$ cat src/rtl/spi_pkg.sv
`default_nettype none
// +------------------------------------------------------------------+
// | spi_pkg : shared types and defaults for the SPI slave shifter     |
// | Rev 1.0                                                           |
// +------------------------------------------------------------------+
package spi_pkg;

  typedef enum logic {
    IDLE   = 1'b0,
    ACTIVE = 1'b1
  } spi_state_t;

  localparam int SPI_DATA_W = 8;
  localparam logic [SPI_DATA_W-1:0] SPI_FILL_WORD = '0;

endpackage
`default_nettype wire

$ cat src/rtl/spi_slave_shifter.sv
`default_nettype none
// +------------------------------------------------------------------+
// | spi_slave_shifter : oversampled SPI mode-0 slave shift engine     |
// | Rev 1.0                                                           |
// +------------------------------------------------------------------+
module spi_slave_shifter
  import spi_pkg::*;
#(
  parameter int                DATA_W    = SPI_DATA_W,
  parameter logic [DATA_W-1:0] FILL_WORD = SPI_FILL_WORD
) (
  input  logic              clk_b,
  input  logic              rst_b_n,
  input  logic              sclk_rise,
  input  logic              sclk_fall,
  input  logic              cs_n_sync,
  input  logic              mosi_sync,
  output logic              miso_o,
  output logic              miso_oe,
  input  logic [DATA_W-1:0] tx_data,
  input  logic              tx_valid,
  output logic              tx_ready,
  output logic [DATA_W-1:0] rx_data,
  output logic              rx_valid,
  output logic              tx_underrun,
  output logic              frame_abort,
  output logic              busy
);

  localparam int              CNT_W    = (DATA_W > 1) ? $clog2(DATA_W) : 1;
  localparam logic [CNT_W-1:0] CNT_LAST = CNT_W'(DATA_W - 1);

  spi_state_t        state_q, state_d;
  logic [DATA_W-1:0] tx_sr_q, tx_sr_d;
  logic [DATA_W-1:0] rx_sr_q, rx_sr_d;
  logic [DATA_W-1:0] hold_q, hold_d;
  logic [DATA_W-1:0] rx_data_q, rx_data_d;
  logic [CNT_W-1:0]  cnt_q, cnt_d;
  logic              full_q, full_d;
  logic              seen_q, seen_d;
  logic              rx_valid_q, rx_valid_d;
  logic              underrun_q, underrun_d;
  logic              abort_q, abort_d;
  logic              load;
  logic              hs;
  logic [DATA_W-1:0] rx_next;

  assign hs      = tx_valid & ~full_q;
  assign rx_next = {rx_sr_q[DATA_W-2:0], mosi_sync};

  always_comb begin
    state_d    = state_q;
    tx_sr_d    = tx_sr_q;
    rx_sr_d    = rx_sr_q;
    hold_d     = hold_q;
    rx_data_d  = rx_data_q;
    cnt_d      = cnt_q;
    seen_d     = seen_q;
    rx_valid_d = 1'b0;
    underrun_d = 1'b0;
    abort_d    = 1'b0;
    load       = 1'b0;

    case (state_q)
      IDLE: begin
        if (!cs_n_sync) begin
          state_d = ACTIVE;
          load    = 1'b1;
          cnt_d   = '0;
          seen_d  = 1'b0;
          rx_sr_d = '0;
        end
      end
      ACTIVE: begin
        // CS deassertion has priority over any SCLK pulse in the same cycle
        if (cs_n_sync) begin
          state_d = IDLE;
          abort_d = (cnt_q != '0);
          cnt_d   = '0;
          rx_sr_d = '0;
        end else begin
          if (sclk_rise) begin
            rx_sr_d = rx_next;
            seen_d  = 1'b1;
            if (cnt_q == CNT_LAST) begin
              cnt_d      = '0;
              rx_data_d  = rx_next;
              rx_valid_d = 1'b1;
            end else begin
              cnt_d = cnt_q + 1'b1;
            end
          end
          if (sclk_fall) begin
            if (cnt_q != '0) begin
              tx_sr_d = {tx_sr_q[DATA_W-2:0], 1'b0};
            end else if (seen_q) begin
              load = 1'b1;
            end
          end
        end
      end
      default: state_d = IDLE;
    endcase

    if (load) begin
      if (full_q) begin
        tx_sr_d = hold_q;
      end else begin
        tx_sr_d    = FILL_WORD;
        underrun_d = 1'b1;
      end
    end

    // a load takes the old hold word even if a new one is captured this cycle
    full_d = (full_q & ~load) | hs;
    if (hs) begin
      hold_d = tx_data;
    end
  end

  always_ff @(posedge clk_b) begin
    if (!rst_b_n) begin
      state_q    <= IDLE;
      tx_sr_q    <= '0;
      rx_sr_q    <= '0;
      hold_q     <= '0;
      rx_data_q  <= '0;
      cnt_q      <= '0;
      full_q     <= 1'b0;
      seen_q     <= 1'b0;
      rx_valid_q <= 1'b0;
      underrun_q <= 1'b0;
      abort_q    <= 1'b0;
    end else begin
      state_q    <= state_d;
      tx_sr_q    <= tx_sr_d;
      rx_sr_q    <= rx_sr_d;
      hold_q     <= hold_d;
      rx_data_q  <= rx_data_d;
      cnt_q      <= cnt_d;
      full_q     <= full_d;
      seen_q     <= seen_d;
      rx_valid_q <= rx_valid_d;
      underrun_q <= underrun_d;
      abort_q    <= abort_d;
    end
  end

  assign miso_o      = tx_sr_q[DATA_W-1];
  assign miso_oe     = (state_q == ACTIVE);
  assign busy        = (state_q == ACTIVE);
  assign tx_ready    = ~full_q;
  assign rx_data     = rx_data_q;
  assign rx_valid    = rx_valid_q;
  assign tx_underrun = underrun_q;
  assign frame_abort = abort_q;

endmodule
`default_nettype wire

$ cat config.mk
export PLATFORM = sky130hd
export DESIGN_NAME = spi_slave_shifter
export DESIGN_NICKNAME = d
export VERILOG_FILES = /design/src/rtl/spi_pkg.sv /design/src/rtl/spi_slave_shifter.sv
export SDC_FILE = /design/constraint.sdc
export NUM_CORES = 1
export LEC_CHECK = 0
export ABC_AREA = 1
export CORE_MARGIN = 2
export CORE_UTILIZATION = 35
export DETAILED_ROUTE_END_ITERATION = 12
export HOLD_SLACK_MARGIN = 0.06
export PLACE_DENSITY = 0.68
export SLEW_MARGIN = 20
export SYNTH_ARGS = -nofsm -noshare
export SYNTH_HDL_FRONTEND = slang
export SYNTH_SLANG_ARGS = --single-unit
$ cat constraint.sdc
create_clock -name clk_b -period 1.7 [get_ports clk_b]
set_input_delay 0.51 -clock clk_b [delete_from_list [all_inputs] [get_ports clk_b]]
set_output_delay 0.51 -clock clk_b [all_outputs]
set_load 0.01 [all_outputs]
# Yosys cells after proc, flatten, opt, wreduce, memory -nomap -nowiden
# Index checks and enable logic that the tools add are counted.
[word_totals]
out_inout_bits = 15
wordCells = 65
reg_bits = 40
[op_classes]
n_eq_ne = 6
mux = 27
bitwise = 9
n_reduce_logical = 11
n_addsub = 1
[ops]
columns = ["operator", "count"]
rows = [
  ["$mux W8", 6],
  ["$mux W7", 3],
  ["$pmux W7 S2", 1],
  ["$mux W3", 4],
  ["$mux W1", 10],
  ["$reduce_and A4 Y1", 2],
  ["$ne A2 B2 Y1 const B", 3],
  ["$not A1 Y1", 6],
  ["$pmux W3 S2", 1],
  ["$reduce_and A3 Y1", 2],
  ["$reduce_bool A2 Y1", 3],
  ["$pmux W1 S2", 2],
  ["$reduce_and A2 Y1", 2],
  ["$reduce_or A4 Y1", 1],
  ["$add A3 B1 Y3 const B", 1],
  ["$eq A3 B3 Y1 const B", 1],
  ["$ne A3 B3 Y1 const B", 1],
  ["$reduce_bool A3 Y1", 1],
  ["$and A1 B1 Y1", 2],
  ["$ne A2 B1 Y1 const B", 1],
  ["$or A1 B1 Y1", 1],
]

# Longest topological paths before layout
# Gate-level depths: netlist of run 1.
[depth]
depth_word = 8
depth_mapped = 11
mapped_depth_nobuf = 10

# Least setup slack after synthesis of run 1
# Ideal clock, no wire load.
[synth_path]
path_kind = "reg-to-reg"
startpoint = "register cnt_q[0]"
endpoint = "register tx_sr_q[2]"
stages_incl_launch_ff = 12
required_time_ns = 1.587
t_arrival_ns = 1.223
setup_slack_ns = 0.364
path_cell_list = "dfxtp_1 > inv_1 > ha_1 > inv_1 > nor2_4 > nand3_4 > nand3_2 > nand2_4 > buf_6 > nand2_1 > nand2_1 > nor2_1"
[synth_via]
elab_chain_len = 7
[synth_lines]
columns = ["element", "line_no", "rtl"]
rows = [
  ["start, declared", "spi_slave_shifter.sv:38", "logic [CNT_W-1:0] cnt_q, cnt_d;"],
  ["start signal, assigned", "spi_slave_shifter.sv:140", "cnt_q <= cnt_d;"],
  ["$reduce_bool A3 Y1 (*)", "spi_slave_shifter.sv:94", "if (cnt_q != '0) begin"],
  ["$mux W1", "spi_slave_shifter.sv:94", ""],
  ["$mux W1", "spi_slave_shifter.sv:93", "if (sclk_fall) begin"],
  ["$mux W1", "spi_slave_shifter.sv:76", "if (cs_n_sync) begin"],
  ["$pmux W1 S2", "spi_slave_shifter.sv:64", "case (state_q)"],
  ["$ne A2 B1 Y1 (no line) or $reduce_bool A2 Y1 (tied branches)", "n/a", ""],
  ["$reduce_and A4 Y1 (no line)", "n/a", ""],
  ["end signal, assigned", "spi_slave_shifter.sv:136", "tx_sr_q <= tx_sr_d;"],
  ["end, declared", "spi_slave_shifter.sv:34", "logic [DATA_W-1:0] tx_sr_q, tx_sr_d;"],
]
# Every way passes the cells marked *; elsewhere a longest branch is shown, timed or not.
# A chain may end at the register's enable or synchronous reset.

# Final worst setup path of run 1
[layout_path]
startpoint = "register rx_valid_q (netlist: rx_valid)"
endpoint = "output rx_valid"
[layout_lines]
columns = ["element", "line_no", "rtl"]
rows = [
  ["start, declared", "spi_slave_shifter.sv:41", "logic rx_valid_q, rx_valid_d;"],
  ["start signal, assigned", "spi_slave_shifter.sv:143", "rx_valid_q <= rx_valid_d;"],
  ["end, declared", "spi_slave_shifter.sv:24", "output logic rx_valid,"],
]
# No word-level cell between the ends.

==> impl_metrics.env, run 1 <==
export IMPL_outcome="complete, no violations"
export IMPL_via_per_inst=4.37
export IMPL_syn_inst=236
export IMPL_final_area_um2=2250
export IMPL_die_h_um=73.8
export IMPL_final_period_utilization=0.974
export IMPL_crit_fanout=1
export IMPL_hold_viol=0
export IMPL_diodes=0
export IMPL_cp_num_cells=1
export IMPL_crit_required_ns=1.19
export IMPL_p_per_area_nw_per_um2=881
export IMPL_grt_usage=0.143
export IMPL_dp_cells=335
export IMPL_place_congestion=0.769
export IMPL_drv_cap=0
export IMPL_worstPathArrival_ns=1.15
export IMPL_setup_violations=0
export IMPL_cts_tree="built"
export IMPL_fin_nets=293
export IMPL_final_cell_count_no_fill=343
export IMPL_worst_slew_pin_slew_ns=0.307
export IMPL_boundaryPins=30
export IMPL_layout_commonest_cell="nand2_1"
export IMPL_routed_wl_um=3390
export IMPL_layout_common_cells="nand2_1, dfxtp_1, nor2_1"
export IMPL_rsz0062_at_grt="false"
export IMPL_dr_pass1_iters=4
export IMPL_placementRows=25
export IMPL_cts_buffers=5
export IMPL_antenna_found_initial=0
export IMPL_vias=1498
export IMPL_drive_above_1_share=0.123
export IMPL_cp_num_buf_inv=1
export IMPL_drtAntennaViolNets=0
export IMPL_skew_ns=0.00888
export IMPL_path_clk_slew_ns=0.08
export IMPL_path_class="reg2out"
export IMPL_internal_power_uw=1510
export IMPL_overflow=0
export IMPL_crit_path_max_incr_delay_ns=0.53
export IMPL_cp_end_kind="primary output"
export IMPL_ctsHtreeMaxLevel=2
export IMPL_ys_ff_latch=40
export IMPL_die_x_um=73.8
export IMPL_critPathSlowestCell="clkdlybuf4s50_1"
export IMPL_grt_max_degree=24
export IMPL_maxSlewViolCount=0
export IMPL_maxSlewHeadroom=0.795
export IMPL_pwr_share_clk=0.389
export IMPL_first_iter_violations=112
export IMPL_syn_area_per_cell_um2=7.22
export IMPL_cts_buffer_depth=2
export IMPL_power_frac_comb=0.111
export IMPL_synth_seq_area_share=0.470
export IMPL_initial_utilization=0.361
export IMPL_min_path_cells=2
export IMPL_worstRegToRegCells=8
export IMPL_yosysUniqueCellTypes=21
export IMPL_syn_area_um2=1700
export IMPL_fmax_ghz=0.604
export IMPL_core_area_um2=4720
export IMPL_port_buffers=29
export IMPL_grt_pass1_vias=1335
export IMPL_clk_latency_ns=0.29
export IMPL_place_hpwl_um=2420
export IMPL_yosys_warnings=0
export IMPL_switching_power_uw=476
export IMPL_ir_drop_uv=409
export IMPL_syn_num_nets=254
export IMPL_fin_crit_ns=1.66
export IMPL_route_detailed_drc=0
export IMPL_crit_family="buffers and inverters"
export IMPL_min_path_type="reg2reg"
export IMPL_hold_buffers=0
export IMPL_syn_to_final_growth_pct=32.0
export IMPL_cellLeakagePower_uw=0.00118
export IMPL_p_seq_frac=0.500
export IMPL_dpl_cell_area_um2=2120
export IMPL_cts_sinks=40
export IMPL_fill_cells=470
export IMPL_routedWlPerCell_um=9.88
export IMPL_dieArea_um2=5440
export IMPL_cp_start_kind="flop"
export IMPL_root_buffer="clkbuf_8"
export IMPL_cp_cell_sequence="clkdlybuf4s50_1"
export IMPL_switching_share=0.240
export IMPL_grt_pass1_wl_um=5980
## cell type report
type | count | area (µm²) | area share
Tap cell | 67 | 83.8 | 0.0373
Clock buffer | 5 | 68.8 | 0.0306
Inverter | 26 | 97.6 | 0.0434
Sequential cell | 40 | 802 | 0.357
Clock inverter | 3 | 42.5 | 0.0189
Multi-Input combinational cell | 163 | 751 | 0.334
Timing Repair Buffer | 39 | 404 | 0.180
## per-layer routing
| layer | GRT usage | vias to the layer above | part of all wire |
|---|---|---|---|
| met3 | 0.0453 | 7 | 0.040 |
| met1 | 0.188 | 660 | 0.49 |
| met4 | 0.0485 | 0 | 0.017 |
| met5 | 0 | - | 0 |
| met2 | 0.220 | 25 | 0.45 |
| li1 | - | 806 | - |
## sequential cells by signal (all words and copies together) (netlist names)
register     count
rx_sr_q          7
tx_underrun      1
busy             1
tx_sr_q          8
rx_valid         1
seen_q           1
rx_data          8
full_q           1
cnt_q            3
hold_q           8
frame_abort      1
## logic make-up (layout without fill, tap and decap cells)
group | after synthesis | after routing | synth area share
fa+ha+maj | 3 | 3 | 0.0220
compound gates | 26 | 26 | 0.0764
flops | 40 | 40 | 0.470
buf+inv | 33 | 73 | 0.0896
simple gates | 134 | 134 | 0.342
## synthesized netlist by cell type
master	instances	area [µm²]
o21ai_0	10	50.1
nor2_1	35	131
nand2_4	1	11.3
nand3_2	2	20.0
buf_4	1	7.51
buf_6	2	22.5
clkbuf_8	1	13.8
nor2_4	2	22.5
nand2_1	73	274
nor2_2	2	12.5
nand3_4	1	17.5
inv_2	4	15.0
clkinv_1	1	3.75
nor3_1	2	10.0
inv_1	21	78.8
nand2_2	3	18.8
dfxtp_1	40	801
ha_1	3	37.5
clkbuf_1	3	11.3
a21oi_1	16	80.1
nand3_1	13	65.1
## timing repair
action,4_1_cts,5_1_grt
setup buffers,0,0
resized for setup,6,8
pin swaps,0,0
endpoints found under the hold margin,0,0
setup endpoints to repair,5,8
## power groups by stage
stage	Combinational (µW)	Clock, µW	Sequential, µW
final	220	771	992
after global routing	253	838	996
after global placement	225	0	1010
after CTS	225	799	992
after detailed placement	226	0	1010
after floorplan	139	0	1010
## through the flow
stage	power (µW)	hold WS, ns	TNS (ns)	utilization	setup slack (ns)
floorplan	1150	0.438	0	-	0.364
global placement	1240	0.453	-2.62	0.450	-0.139
detailed placement	1240	0.456	-3.08	0.450	-0.180
CTS	2020	0.467	0	0.472	0.00338
global route	2090	0.493	0	0.476	0.00226
finish	1980	0.467	0	0.476	0.0446
## worst reg2reg max path, stage by stage, from the launching register on
cell	delay, ns
dfxtp_1	0.39
ha_1	0.18
ha_1	0.14
nand2_1	0.05
nor2_1	0.26
inv_2	0.16
nor2_4	0.16
nand2_1	0.06
nand2_1	0.05
## final timing paths
kind / from / to / slack (ns)
hold reg to reg: rx_sr_q[6]$_SDFFE_PN0P_ / rx_sr_q[6]$_SDFFE_PN0P_ / 0.47
setup / recovery: rx_valid$_SDFF_PP0_ / rx_valid / 0.04
setup reg to reg: cnt_q[0]$_SDFFE_PN0P_ / rx_data[2]$_SDFFE_PN0P_ / 0.19
hold / removal: rx_sr_q[6]$_SDFFE_PN0P_ / rx_sr_q[6]$_SDFFE_PN0P_ / 0.47
Note: power is estimated with default switching activity, not from simulation.
==> run 2, diff against run 1 <==
==> constraint.sdc (replaced) <==
create_clock -name clk_b -period 1.57 [get_ports clk_b]
set_input_delay 0.3925 -clock clk_b [delete_from_list [all_inputs] [get_ports clk_b]]
set_output_delay 0.3925 -clock clk_b [all_outputs]
set_load 0.01 [all_outputs]
==> run 2 against run 1 <==
Effect of this change:
- utilization shrank 0.45 points
- flip-flop and latch count is the same
- critical path depth is the same
- largest power group unchanged
==> impl_metrics.env, run 2 (synthesis gave the netlist of run 1 again) <==
export IMPL_crit_family="buffers and inverters"
export IMPL_path_clk_slew_ns=0.07
export IMPL_maxSlewHeadroom=0.787
export IMPL_dieArea_um2=5440
export IMPL_cp_end_kind="primary output"
export IMPL_layout_common_cells="nand2_1, dfxtp_1, nor2_1"
export IMPL_ir_drop_uv=520
export IMPL_cts_tree="built"
export IMPL_worst_slew_pin_slew_ns=0.319
export IMPL_drive_above_1_share=0.123
export IMPL_drv_cap=0
export IMPL_fin_util=0.472
export IMPL_drtAntennaViolNets=0
export IMPL_crit_path_max_incr_delay_ns=0.53
export IMPL_clk_latency_ns=0.29
export IMPL_syn_to_final_growth_pct=30.8
export IMPL_total_power_uw=2000
export IMPL_vias=1476
export IMPL_outcome="complete, no violations"
export IMPL_grt_usage=0.136
export IMPL_pwr_share_clk=0.345
export IMPL_path_class="reg2out"
export IMPL_first_iter_violations=84
export IMPL_setup_violations=0
export IMPL_ctsHtreeMaxLevel=2
export IMPL_place_hpwl_um=2400
export IMPL_fin_crit_ns=1.53
export IMPL_die_h_um=73.8
export IMPL_root_buffer="clkbuf_8"
export IMPL_initial_utilization=0.361
export IMPL_rsz0062_at_grt="false"
export IMPL_rr_startpoint="cnt_q[0]$_SDFFE_PN0P_"
export IMPL_crit_required_ns=1.18
export IMPL_die_x_um=73.8
export IMPL_cp_start_kind="flop"
export IMPL_skew_ns=0.00615
export IMPL_via_per_inst=4.30
export IMPL_internal_power_uw=1520
export IMPL_fin_nets=293
export IMPL_overflow=0
export IMPL_diodes=0
export IMPL_final_period_utilization=0.976
export IMPL_dr_pass1_iters=4
export IMPL_route_detailed_drc=0
export IMPL_antenna_found_initial=0
export IMPL_hold_buffers=0
export IMPL_boundaryPins=30
export IMPL_hold_viol=0
export IMPL_postCtsSetupBuffers=0
export IMPL_grt_pass1_vias=1318
export IMPL_cp_cell_sequence="clkdlybuf4s50_1"
export IMPL_grt_max_degree=24
export IMPL_grt_pass1_wl_um=5720
export IMPL_cellLeakagePower_uw=0.00116
export IMPL_power_frac_comb=0.119
export IMPL_worstRegToRegCells=8
export IMPL_min_to="rx_data[5]$_SDFFE_PN0P_"
export IMPL_port_buffers=29
export IMPL_p_seq_frac=0.536
export IMPL_ctsResizeCount=7
export IMPL_layout_commonest_cell="nand2_1"
export IMPL_final_cell_count_no_fill=343
export IMPL_worstPathArrival_ns=1.14
export IMPL_placementRows=25
export IMPL_critPathSlowestCell="clkdlybuf4s50_1"
export IMPL_switching_power_uw=484
export IMPL_finalSetupTns_ns=0
export IMPL_fmax_ghz=0.653
export IMPL_switching_share=0.242
export IMPL_routed_wl_um=3350
export IMPL_core_area_um2=4720
export IMPL_maxSlewViolCount=0
export IMPL_cts_buffers=5
export IMPL_dp_cells=335
export IMPL_min_path_cells=2
export IMPL_fill_cells=466
export IMPL_min_from="rx_data[5]$_SDFFE_PN0P_"
export IMPL_p_per_area_nw_per_um2=899
export IMPL_crit_fanout=1
export IMPL_cts_sinks=40
export IMPL_min_path_type="reg2reg"
export IMPL_cp_num_buf_inv=1
export IMPL_place_congestion=0.769
export IMPL_cts_buffer_depth=2
export IMPL_rr_endpoint="rx_data[3]$_SDFFE_PN0P_"
export IMPL_routedWlPerCell_um=9.76
export IMPL_rrSetupSlack_ns=0.19
-- run 2: cell count changes in the layout (fill, tap and decap cells not counted), sizes merged --
cell          previous run  this run
bufinv                   1         0
clkbuf                   5         8
clkinv                   2         1
clkinvlp                 1         0
dlygate4sd2              5         6
dlymetal6s2s             8         7
-- run 2: how the worst max path moves through the flow --
stage	start	endpoint	depth (start not counted)
3_5_place_dp	cs_n_sync	rx_data[3]$_SDFFE_PN0P_	8
2_1_floorplan	cnt_q[0]$_SDFFE_PN0P_	tx_sr_q[2]$_SDFFE_PN0P_	11
6_report	rx_valid$_SDFF_PP0_	rx_valid	1
3_3_place_gp	cs_n_sync	rx_data[3]$_SDFFE_PN0P_	8
4_1_cts	rx_valid$_SDFF_PP0_	rx_valid	1
5_1_grt	frame_abort$_SDFF_PN0_	frame_abort	1
-- run 2: layer usage --
metal	GRT usage	routed length (µm)	vias up
met3	0.0425	123	4
li1	-	-	803
met2	0.216	1550	23
met5	0	0	-
met4	0.0485	32	0
met1	0.172	1650	646
-- run 2: cell type report --
type	instances	area (µm²)	share of cell area
Sequential cell	40	803	0.360
Multi-Input combinational cell	163	753	0.338
Timing Repair Buffer	39	400	0.180
Inverter	26	97.6	0.0438
Clock buffer	8	90.1	0.0404
Tap cell	67	83.8	0.0376
-- run 2: through the flow --
stage	setup WS [ns]	hold slack, ns	cell area (µm²)
6_report	0.0378	0.461	2230
5_1_grt	0.00268	0.481	2230
3_5_place_dp	-0.196	0.453	2120
2_1_floorplan	0.234	0.438	1700
4_1_cts	0.00622	0.467	2210
3_3_place_gp	-0.152	0.453	2120
-- run 2: power groups by stage --
stage	sequential, µW	combinational (µW)	clock, µW
after floorplan	1100	150	0
after global placement	1100	243	0
after detailed placement	1100	245	0
after CTS	1070	241	720
after global routing	1080	272	755
final	1070	238	691
==> run 3, diff against run 2 <==
Settings changed: ABC_AREA 1 to default, ABC_CLOCK_PERIOD_IN_PS from default to 1570, PLACE_DENSITY 0.68 to 0.67.
==> run 3 against run 2 <==
Effect of this change:
- utilization is 0.85 points higher
- power grew 0.16%
- critical path depth increased by 4
- cell count shrank 6.1%
- cell area grew 9.4%
- largest cell class is now multi-input gates
- highest routed layer unchanged
==> impl_metrics.env, run 3 <==
export IMPL_drtAntennaViolNets=0
export IMPL_setup_violations=0
export IMPL_synth_area_leader_cell="dfxtp_1"
export IMPL_die_x_um=76.3
export IMPL_vias=1528
export IMPL_fin_crit_ns=1.52
export IMPL_synth_top_area_share=0.438
export IMPL_syn_to_final_growth_pct=33.3
export IMPL_outcome="complete, no violations"
export IMPL_drv_cap=0
export IMPL_cellLeakagePower_uw=0.00111
export IMPL_skew_ns=0.00526
export IMPL_dieArea_um2=5820
export IMPL_routedWlPerCell_um=11.9
export IMPL_synthTopCellsByCount="nand2_1, dfxtp_1, a21boi_0"
export IMPL_rsz0062_at_grt="false"
export IMPL_rr_endpoint="tx_sr_q[1]$_SDFFE_PN0P_"
export IMPL_hold_viol=0
export IMPL_worst_slew_pin_slew_ns=0.306
export IMPL_p_per_area_nw_per_um2=823
export IMPL_dp_cells=313
export IMPL_place_hpwl_um=2660
export IMPL_final_cell_count_no_fill=322
export IMPL_root_buffer="clkbuf_8"
export IMPL_yosys_warnings=0
export IMPL_final_area_um2=2440
export IMPL_synth_seq_area_share=0.438
export IMPL_cp_endpoint="tx_sr_q[1]$_SDFFE_PN0P_"
export IMPL_clk_latency_ns=0.29
export IMPL_via_per_inst=4.75
export IMPL_layout_common_cells="nand2_1, dfxtp_1, buf_4"
export IMPL_antenna_found_initial=0
export IMPL_dr_pass1_iters=4
export IMPL_min_path_cells=2
export IMPL_worstPathArrival_ns=1.70
export IMPL_diodes=0
export IMPL_overflow=0
export IMPL_cp_start_kind="primary input"
export IMPL_cts_tree="built"
export IMPL_ys_flop_type="dfxtp_1"
export IMPL_die_h_um=76.3
export IMPL_rrSetupSlack_ns=0.07
export IMPL_cts_buffers=5
export IMPL_ir_drop_uv=361
export IMPL_worstRegToRegCells=5
export IMPL_first_iter_violations=91
export IMPL_cts_buffer_depth=2
export IMPL_yosysUniqueCellTypes=29
export IMPL_routed_wl_um=3820
export IMPL_rr_startpoint="cnt_q[1]$_SDFFE_PN0P_"
export IMPL_place_congestion=0.797
export IMPL_drive_above_1_share=0.151
export IMPL_syn_inst=212
export IMPL_ys_ff_latch=40
export IMPL_min_path_type="reg2reg"
export IMPL_port_buffers=29
export IMPL_final_period_utilization=0.966
export IMPL_maxSlewHeadroom=0.796
export IMPL_grt_max_degree=24
export IMPL_dpl_cell_area_um2=2320
export IMPL_synth_edf_count=0
export IMPL_route_detailed_drc=0
export IMPL_yosysMostFrequentCell="nand2_1"
export IMPL_grt_pass1_vias=1443
export IMPL_maxSlewViolCount=0
export IMPL_core_area_um2=5070
export IMPL_initial_utilization=0.360
export IMPL_placementRows=26
export IMPL_synth_area_top_cells="dfxtp_1, nand2_1, a21boi_0"
export IMPL_fin_nets=269
export IMPL_ctsHtreeMaxLevel=2
export IMPL_boundaryPins=30
export IMPL_crit_fanout=9
export IMPL_fmax_ghz=0.659
export IMPL_path_class="in2reg"
export IMPL_cts_sinks=40
export IMPL_syn_area_um2=1830
export IMPL_path_clk_slew_ns=0.08
export IMPL_layout_commonest_cell="nand2_1"
export IMPL_cp_end_kind="flop"
export IMPL_syn_num_nets=230
export IMPL_ys_async_sr_fraction=0
export IMPL_grt_pass1_wl_um=6450
export IMPL_grt_usage=0.135
export IMPL_crit_start="sclk_fall"
export IMPL_syn_area_per_cell_um2=8.62
export IMPL_crit_required_ns=1.75
export IMPL_total_power_uw=2010
[run 3: metal layers]
layer	GRT usage	wire, µm	vias up
li1	-	-	802
met5	0	0	-
met1	0.184	1930	688
met4	0.0545	66	0
met2	0.206	1680	32
met3	0.0296	141	6
[run 3: worst max-delay path, stage by stage]
cell and delay (ns):
clkdlybuf4s50_1 0.50, nand4b_1 0.11, buf_4 0.18, and3_1 0.18, o311a_1 0.34
[run 3: report_power, final]
part / internal, µW / leakage [µW] / switching, µW / total, µW
registers: 1050 / 0.000327 / 17.6 / 1070
logic: 126 / 0.000732 / 115 / 241
clock network: 351 / 0.0000510 / 349 / 700
total: 1520 / 0.00111 / 482 / 2010
[run 3: logic make-up (layout without fill, tap and decap cells)]
logic type	after synthesis	count (layout)	share of synthesized area
buffers and inverters	31	71	0.0712
adders and majority gates	3	3	0.0205
xor gates and xnor gates	1	1	0.00479
DFF	40	40	0.438
AOI/OAI and AO/OA	57	57	0.228
and+or+nand+nor	74	74	0.205
muxes	6	6	0.0329
[run 3: layout make-up]
type	count	area, µm²
Sequential cell	40	805
Inverter	12	45.0
Multi-Input combinational cell	141	930
Clock buffer	6	82.6
Tap cell	70	87.6
Fill cell	500	2640
Clock inverter	2	10.0
Timing Repair Buffer	51	478
[run 3: timing repair]
| item | CTS | global route |
|---|---|---|
| hold buffers | 0 | 0 |
| buffers inserted | 1 | 0 |
| gates resized for setup | 8 | 7 |
| pin swaps | 1 | 0 |
| setup endpoints to repair | 13 | 7 |
[run 3: metrics by stage]
step                 util  hold WS, ns  setup TNS (ns)  setup WS [ns]
finish              0.480        0.463               0         0.0529
CTS                 0.477        0.468               0        0.00541
global placement    0.457        0.452           -5.85         -0.346
global route        0.480        0.490               0         0.0221
detailed placement  0.457        0.457           -5.78         -0.359
floorplan               -        0.437          -0.507        -0.0678
[run 3: how the worst min path moves through the flow]
stage                            start                       to  slack [ns]
6_report       rx_data[3]$_SDFFE_PN0P_  rx_data[3]$_SDFFE_PN0P_        0.46
5_1_grt        rx_data[7]$_SDFFE_PN0P_  rx_data[7]$_SDFFE_PN0P_        0.49
4_1_cts         hold_q[4]$_SDFFE_PN0P_   hold_q[4]$_SDFFE_PN0P_        0.47
3_5_place_dp    hold_q[4]$_SDFFE_PN0P_   hold_q[4]$_SDFFE_PN0P_        0.46
3_3_place_gp    hold_q[3]$_SDFFE_PN0P_   hold_q[3]$_SDFFE_PN0P_        0.45
2_1_floorplan  rx_sr_q[6]$_SDFFE_PN0P_  rx_data[7]$_SDFFE_PN0P_        0.44
